<file path="config.mk">
export PLATFORM = sky130hd
export DESIGN_NAME = axi_lite_ctrl_regs
export DESIGN_NICKNAME = d
export VERILOG_FILES = /design/src/rtl/axi_lite_ctrl_regs.sv
export SDC_FILE = /design/constraint.sdc
export NUM_CORES = 1
export LEC_CHECK = 0
export CAP_MARGIN = 0
export CORE_MARGIN = 3
export CORE_UTILIZATION = 48
export CTS_CLUSTER_DIAMETER = 120
export DETAILED_ROUTE_END_ITERATION = 8
export PLACE_DENSITY_LB_ADDON = 0.2
export SLEW_MARGIN = 20
export SYNTH_ARGS = -nofsm -noshare
export SYNTH_HDL_FRONTEND = slang
export SYNTH_SLANG_ARGS = --single-unit
</file>
<file path="constraint.sdc">
create_clock -name clk -period 5.8 [get_ports clk]
set_clock_uncertainty 0.05 [all_clocks]
set_input_delay 1.16 -clock clk [delete_from_list [all_inputs] [get_ports clk]]
set_output_delay 1.16 -clock clk [all_outputs]
set_load 0.05 [all_outputs]
</file>
<file path="src/rtl/axi_lite_ctrl_regs.sv">
// AXI4-Lite control/status register block for the accelerator: config fields, engine start strobes, done status.
// W_IDLE | wait for AWVALID && WVALID ; W_ACK | AW/W ready, update regs ; W_RESP | BVALID until BREADY
// R_IDLE | wait for ARVALID ; R_ACK | ARREADY, capture RDATA ; R_DATA | RVALID until RREADY
module axi_lite_ctrl_regs #(
   parameter int C_S_AXI_DATA_WIDTH = 32,
   parameter int C_S_AXI_ADDR_WIDTH = 4
) (
   input  logic                            clk,
   input  logic                            rst,
   input  logic [C_S_AXI_ADDR_WIDTH-1:0]   S_AXI_AWADDR,
   input  logic [2:0]                      S_AXI_AWPROT,
   input  logic                            S_AXI_AWVALID,
   output logic                            S_AXI_AWREADY,
   input  logic [C_S_AXI_DATA_WIDTH-1:0]   S_AXI_WDATA,
   input  logic [C_S_AXI_DATA_WIDTH/8-1:0] S_AXI_WSTRB,
   input  logic                            S_AXI_WVALID,
   output logic                            S_AXI_WREADY,
   output logic [1:0]                      S_AXI_BRESP,
   output logic                            S_AXI_BVALID,
   input  logic                            S_AXI_BREADY,
   input  logic [C_S_AXI_ADDR_WIDTH-1:0]   S_AXI_ARADDR,
   input  logic [2:0]                      S_AXI_ARPROT,
   input  logic                            S_AXI_ARVALID,
   output logic                            S_AXI_ARREADY,
   output logic [C_S_AXI_DATA_WIDTH-1:0]   S_AXI_RDATA,
   output logic [1:0]                      S_AXI_RRESP,
   output logic                            S_AXI_RVALID,
   input  logic                            S_AXI_RREADY,
   output logic [11:0]                     ofmaps_channel,
   output logic [11:0]                     input_channel,
   output logic [1:0]                      func,
   output logic [8:0]                      ofmaps_width,
   output logic [2:0]                      stride,
   output logic [4:0]                      kernel_size,
   output logic                            compute_start,
   output logic                            load_ifmaps_start,
   output logic                            write_weight_start,
   input  logic                            weight_done,
   input  logic                            compute_done
);

   localparam logic [1:0] W_IDLE = 2'd0, W_ACK = 2'd1, W_RESP = 2'd2;
   localparam logic [1:0] R_IDLE = 2'd0, R_ACK = 2'd1, R_DATA = 2'd2;

   logic [1:0]  r_wstate, r_rstate;
   logic [31:0] r_reg0;
   logic [13:0] r_reg1;
   logic [4:0]  r_reg2;
   logic        r_weight_finish, r_compute_finish;
   logic        r_compute_start, r_load_ifmaps_start, r_write_weight_start;
   logic [31:0] r_rdata;
   logic        w_wr_en, w_instr_wr;
   logic [1:0]  w_widx;
   logic [31:0] w_rd_mux;
   logic        w_unused;

   assign w_unused = ^{S_AXI_AWPROT, S_AXI_ARPROT, S_AXI_AWADDR[1:0], S_AXI_ARADDR[1:0]};

   always_ff @(posedge clk or posedge rst) begin
      if (rst) begin
         r_wstate <= W_IDLE;
      end else begin
         case (r_wstate)
            W_IDLE:  if (S_AXI_AWVALID && S_AXI_WVALID) r_wstate <= W_ACK;
            W_ACK:   r_wstate <= W_RESP;
            W_RESP:  if (S_AXI_BREADY) r_wstate <= W_IDLE;
            default: r_wstate <= W_IDLE;
         endcase
      end
   end

   assign w_wr_en    = (r_wstate == W_ACK);
   assign w_widx     = S_AXI_AWADDR[3:2];
   assign w_instr_wr = w_wr_en && (w_widx == 2'd0) && S_AXI_WSTRB[0];

   always_ff @(posedge clk or posedge rst) begin
      if (rst) begin
         r_reg0 <= '0;
         r_reg1 <= '0;
         r_reg2 <= '0;
      end else if (w_wr_en) begin
         case (w_widx)
            2'd0: begin
               for (int b = 0; b < 4; b++)
                  if (S_AXI_WSTRB[b]) r_reg0[8*b +: 8] <= S_AXI_WDATA[8*b +: 8];
            end
            2'd1: begin
               if (S_AXI_WSTRB[0]) r_reg1[7:0]  <= S_AXI_WDATA[7:0];
               if (S_AXI_WSTRB[1]) r_reg1[13:8] <= S_AXI_WDATA[13:8];
            end
            2'd2: if (S_AXI_WSTRB[0]) r_reg2 <= S_AXI_WDATA[4:0];
            default: ;
         endcase
      end
   end

   always_ff @(posedge clk or posedge rst) begin
      if (rst) begin
         r_compute_start      <= 1'b0;
         r_load_ifmaps_start  <= 1'b0;
         r_write_weight_start <= 1'b0;
      end else begin
         r_compute_start      <= w_instr_wr && (S_AXI_WDATA[7:0] == 8'd87);
         r_load_ifmaps_start  <= w_instr_wr && (S_AXI_WDATA[7:0] == 8'd88);
         r_write_weight_start <= w_instr_wr && (S_AXI_WDATA[7:0] == 8'd12);
      end
   end

   // A done pulse coinciding with the clearing strobe must leave the flag set.
   always_ff @(posedge clk or posedge rst) begin
      if (rst) begin
         r_weight_finish  <= 1'b0;
         r_compute_finish <= 1'b0;
      end else begin
         if (weight_done)               r_weight_finish  <= 1'b1;
         else if (r_write_weight_start) r_weight_finish  <= 1'b0;
         if (compute_done)              r_compute_finish <= 1'b1;
         else if (r_compute_start)      r_compute_finish <= 1'b0;
      end
   end

   always_ff @(posedge clk or posedge rst) begin
      if (rst) begin
         r_rstate <= R_IDLE;
      end else begin
         case (r_rstate)
            R_IDLE:  if (S_AXI_ARVALID) r_rstate <= R_ACK;
            R_ACK:   r_rstate <= R_DATA;
            R_DATA:  if (S_AXI_RREADY) r_rstate <= R_IDLE;
            default: r_rstate <= R_IDLE;
         endcase
      end
   end

   always_comb begin
      w_rd_mux = '0;
      case (S_AXI_ARADDR[3:2])
         2'd0:    w_rd_mux = r_reg0;
         2'd1:    w_rd_mux = {18'd0, r_reg1};
         2'd2:    w_rd_mux = {27'd0, r_reg2};
         default: w_rd_mux = {30'd0, r_compute_finish, r_weight_finish};
      endcase
   end

   always_ff @(posedge clk or posedge rst) begin
      if (rst)                    r_rdata <= '0;
      else if (r_rstate == R_ACK) r_rdata <= w_rd_mux;
   end

   assign S_AXI_AWREADY      = w_wr_en;
   assign S_AXI_WREADY       = w_wr_en;
   assign S_AXI_BVALID       = (r_wstate == W_RESP);
   assign S_AXI_BRESP        = 2'b00;
   assign S_AXI_ARREADY      = (r_rstate == R_ACK);
   assign S_AXI_RVALID       = (r_rstate == R_DATA);
   assign S_AXI_RRESP        = 2'b00;
   assign S_AXI_RDATA        = r_rdata;
   assign ofmaps_channel     = r_reg0[31:20];
   assign input_channel      = r_reg0[19:8];
   assign func               = r_reg1[1:0];
   assign ofmaps_width       = r_reg1[10:2];
   assign stride             = r_reg1[13:11];
   assign kernel_size        = r_reg2;
   assign compute_start      = r_compute_start;
   assign load_ifmaps_start  = r_load_ifmaps_start;
   assign write_weight_start = r_write_weight_start;

endmodule

</file>
==> impl_metrics.py <==
metrics = {
    "status": {
        "status": "finished, final reports clean",
    },
    "clocking": {
        "cts.repair.resized": 0,
        "clock_path_buffers": 2,
        "cts_tree": "done",
        "cts_hold_buffers": 0,
        "clock-root-buffer": "clkbuf_8",
        "clk_pin_slew_ns": 0.09,
        "cts_setup_buffers": 0,
        "numCtsBuffers": 9,
        "cts.sinks": 92,
        "h-tree-depth": 3,
        "insertion_delay_ns": 0.35,
    },
    "sta": {
        "setup_viol": 0,
        "hold_viol_final": 0,
        "tns_ns": 0,
        "slew_viol_final": 0,
        "min_period_ns": 3.10,
        "hold_slack_ns": 0.406,
        "worst_slack_ns": 2.70,
        "fmax_ghz": 0.323,
        "worst_pin_slew_ns": 1.02,
        "rsz0062_at_grt": "false",
        "period_share": 0.534,
        "max_slew_margin": 0.317,
    },
    "global_route": {
        "grt_pass1_wl_um": 14100,
        "grt_max_degree": 57,
        "grt_usage": 0.190,
        "grt_antenna_before_repair": 0,
        "grt_pass1_vias": 2691,
        "grt_remaining_overflow": 0,
    },
    "pwr": {
        "p_leak_nw": 2.42,
        "ir_drop_mv": 0.233,
        "power.density_mw_per_mm2": 515,
    },
    "critical_path": {
        "critPathSlowestCell": "clkdlybuf4s50_1",
        "reg2reg_from": "r_rstate[1]",
        "critPathMaxStageDelay_ns": 0.82,
        "r2r_cells": 4,
        "reg2reg_to": "S_AXI_RDATA[18]",
        "critPathLaunch": "r_wstate[1]",
        "critPathKind": "reg -> out",
        "end_kind": "primary output",
        "cp_max_fo": 5,
        "regToRegSetupSlack_ns": 3.96,
        "startpoint_type": "flip-flop",
        "critPathBufInv": 1,
        "cp.required_ns": 4.59,
        "cp_data_arrival_time_ns": 1.89,
        "cp_cell_sequence": "and2b_1, clkdlybuf4s50_1",
        "cp_top_family": "buffers and inverters",
    },
    "drt": {
        "wire_per_inst_um": 16.8,
        "wl_um": 8420,
        "ant_nets": 0,
        "dr_total_vias": 2560,
        "first_pass_iters": 4,
        "avgViaCountPerCell": 5.10,
        "drcViolationCount": 0,
        "drt-initial-drc-count": 87,
    },
    "layout": {
        "area_growth_syn_to_layout_pct": 36.6,
        "final_area_mm2": 0.00538,
        "finalNetCount": 454,
        "diodes": 0,
        "filler_cell_count": 610,
        "drive_gt1_frac": 0.200,
    },
    "floorplanning": {
        "initial_utilization": 0.502,
        "die_y_um": 96.6,
        "io_pins": 146,
        "num_rows": 32,
        "die_x_um": 96.6,
        "coreArea_mm2": 0.00785,
        "die_area_mm2": 0.00933,
    },
    "logic_synthesis": {
        "yosys_register_bits": 92,
        "yosys.area.top_type": "dfrtp_1",
        "synth_edf_count": 0,
        "synth_top_area_share": 0.584,
        "ys_types": 36,
        "async_flop_share": 1.00,
        "syn_avg_cell_area_um2": 13.8,
        "yosys_warnings": 0,
        "syn_inst": 286,
        "synth_area_leaders": "dfrtp_1, mux2_2, buf_4",
        "ys_seq_area_frac": 0.584,
        "ys.flop_type": "dfrtp_1",
        "synthesis.area_mm2": 0.00394,
    },
    "placement": {
        "portBuffers": 131,
        "gp_congestion": 0.787,
        "dp_slack_ns": 2.39,
        "dp_hpwl_um": 6110,
        "placed_cell_area_mm2": 0.00515,
    },
    "hold_path": {
        "worst_hold_path.num_cells": 1,
        "hold_path.class": "reg -> reg",
        "holdPathEnd": "r_rstate[0]",
        "hp-start": "r_rstate[1]",
    },
    "job": {
        "drv_cap": 0,
    },
}
==> cell usage after synthesis, types with 2 or more instances <==
library cell and number:
dfrtp_1 92, mux2_2 42, buf_4 29, nand2_1 21, a22o_1 18, o21ai_0 13
mux2i_1 12, mux2_4 8, inv_1 7, buf_2 5, a21o_1 3, a2bb2oi_1 3
nand2_2 3, nand2b_1 3, buf_1 2, mux4_2 2, nor2b_1 2, nor3_1 2
or4_1 2
==> area by class of cell <==
type | count | area (um2) | share of cell area
clock buffer | 11 | 151 | 0.0281
clock inverter | 5 | 83.8 | 0.0156
inverter | 7 | 27.5 | 0.00511
multi-input combinational | 152 | 1370 | 0.254
sequential | 92 | 2300 | 0.428
tap | 102 | 128 | 0.0237
timing repair buffer | 133 | 1330 | 0.246
==> power by group <==
group | switching [mW] | internal (mW)
Combinational | 0.856 | 0.475
Sequential | 0.125 | 0.831
Clock | 0.217 | 0.267
Total | 1.20 | 1.57
==> logic make-up after synthesis <==
family	share of synthesized area
AND/OR/NAND/NOR	0.0768
other	0.000951
multiplexers	0.195
buffers and inverters	0.0740
AO/OA/AOI/OAI	0.0689
flip-flops	0.584
==> layout by cell type, fill, tap and decap left out, types with 3 or more instances in the layout <==
| master | Yosys | routed |
|---|---|---|
| clkdlybuf4s50_1 | 0 | 131 |
| dfrtp_1 | 92 | 92 |
| mux2_2 | 42 | 42 |
| nand2_1 | 21 | 21 |
| a22o_1 | 18 | 18 |
| o21ai_0 | 13 | 13 |
| mux2i_1 | 12 | 12 |
| clkbuf_8 | 0 | 11 |
| mux2_4 | 8 | 8 |
| inv_1 | 7 | 6 |
| conb_1 | 1 | 4 |
| nand2_2 | 3 | 3 |
| a21o_1 | 3 | 3 |
| nand2b_1 | 3 | 3 |
| a2bb2oi_1 | 3 | 3 |
==> how the worst max path moves through the flow <==
| stage | endpoint | cells past startpoint |
|---|---|---|
| after floorplan | S_AXI_RDATA[0] | 1 |
| after global placement | S_AXI_RDATA[22] | 3 |
| after detailed placement | S_AXI_RDATA[23] | 3 |
| after CTS | S_AXI_AWREADY | 2 |
| after global routing | S_AXI_AWREADY | 2 |
| final | S_AXI_AWREADY | 2 |
==> sequential cells by signal, summed over array words and instances, names as in the netlist <==
name	cells
S_AXI_RDATA	32
r_reg0	32
r_reg1	14
kernel_size	5
r_rstate	2
r_wstate	2
compute_start	1
load_ifmaps_start	1
r_compute_finish	1
r_weight_finish	1
write_weight_start	1
==> per-layer routing <==
layer / up-vias / track usage / part of all wire
met5: - / 0 / 0
met4: 0 / 0.0659 / 0.0099
met3: 8 / 0.0476 / 0.057
met2: 95 / 0.295 / 0.47
met1: 1256 / 0.260 / 0.46
li1: 1201 / - / -
==> metrics by stage <==
stage          cells  utilization  total power [mW]
2_1_floorplan    289            -              1.91
3_3_place_gp     486        0.655              2.29
3_5_place_dp     486        0.656              2.31
4_1_cts          502        0.686              2.80
5_1_grt          502        0.686              2.90
6_report         502        0.686              2.77
==> worst register-to-register path: stages, from the launching register on <==
cell      delay (ns)
dfrtp_1         0.40
nand2b_1        0.17
buf_4           0.28
nor3_4          0.64
a22o_1          0.24
Power figures use the tool's default switching activity.
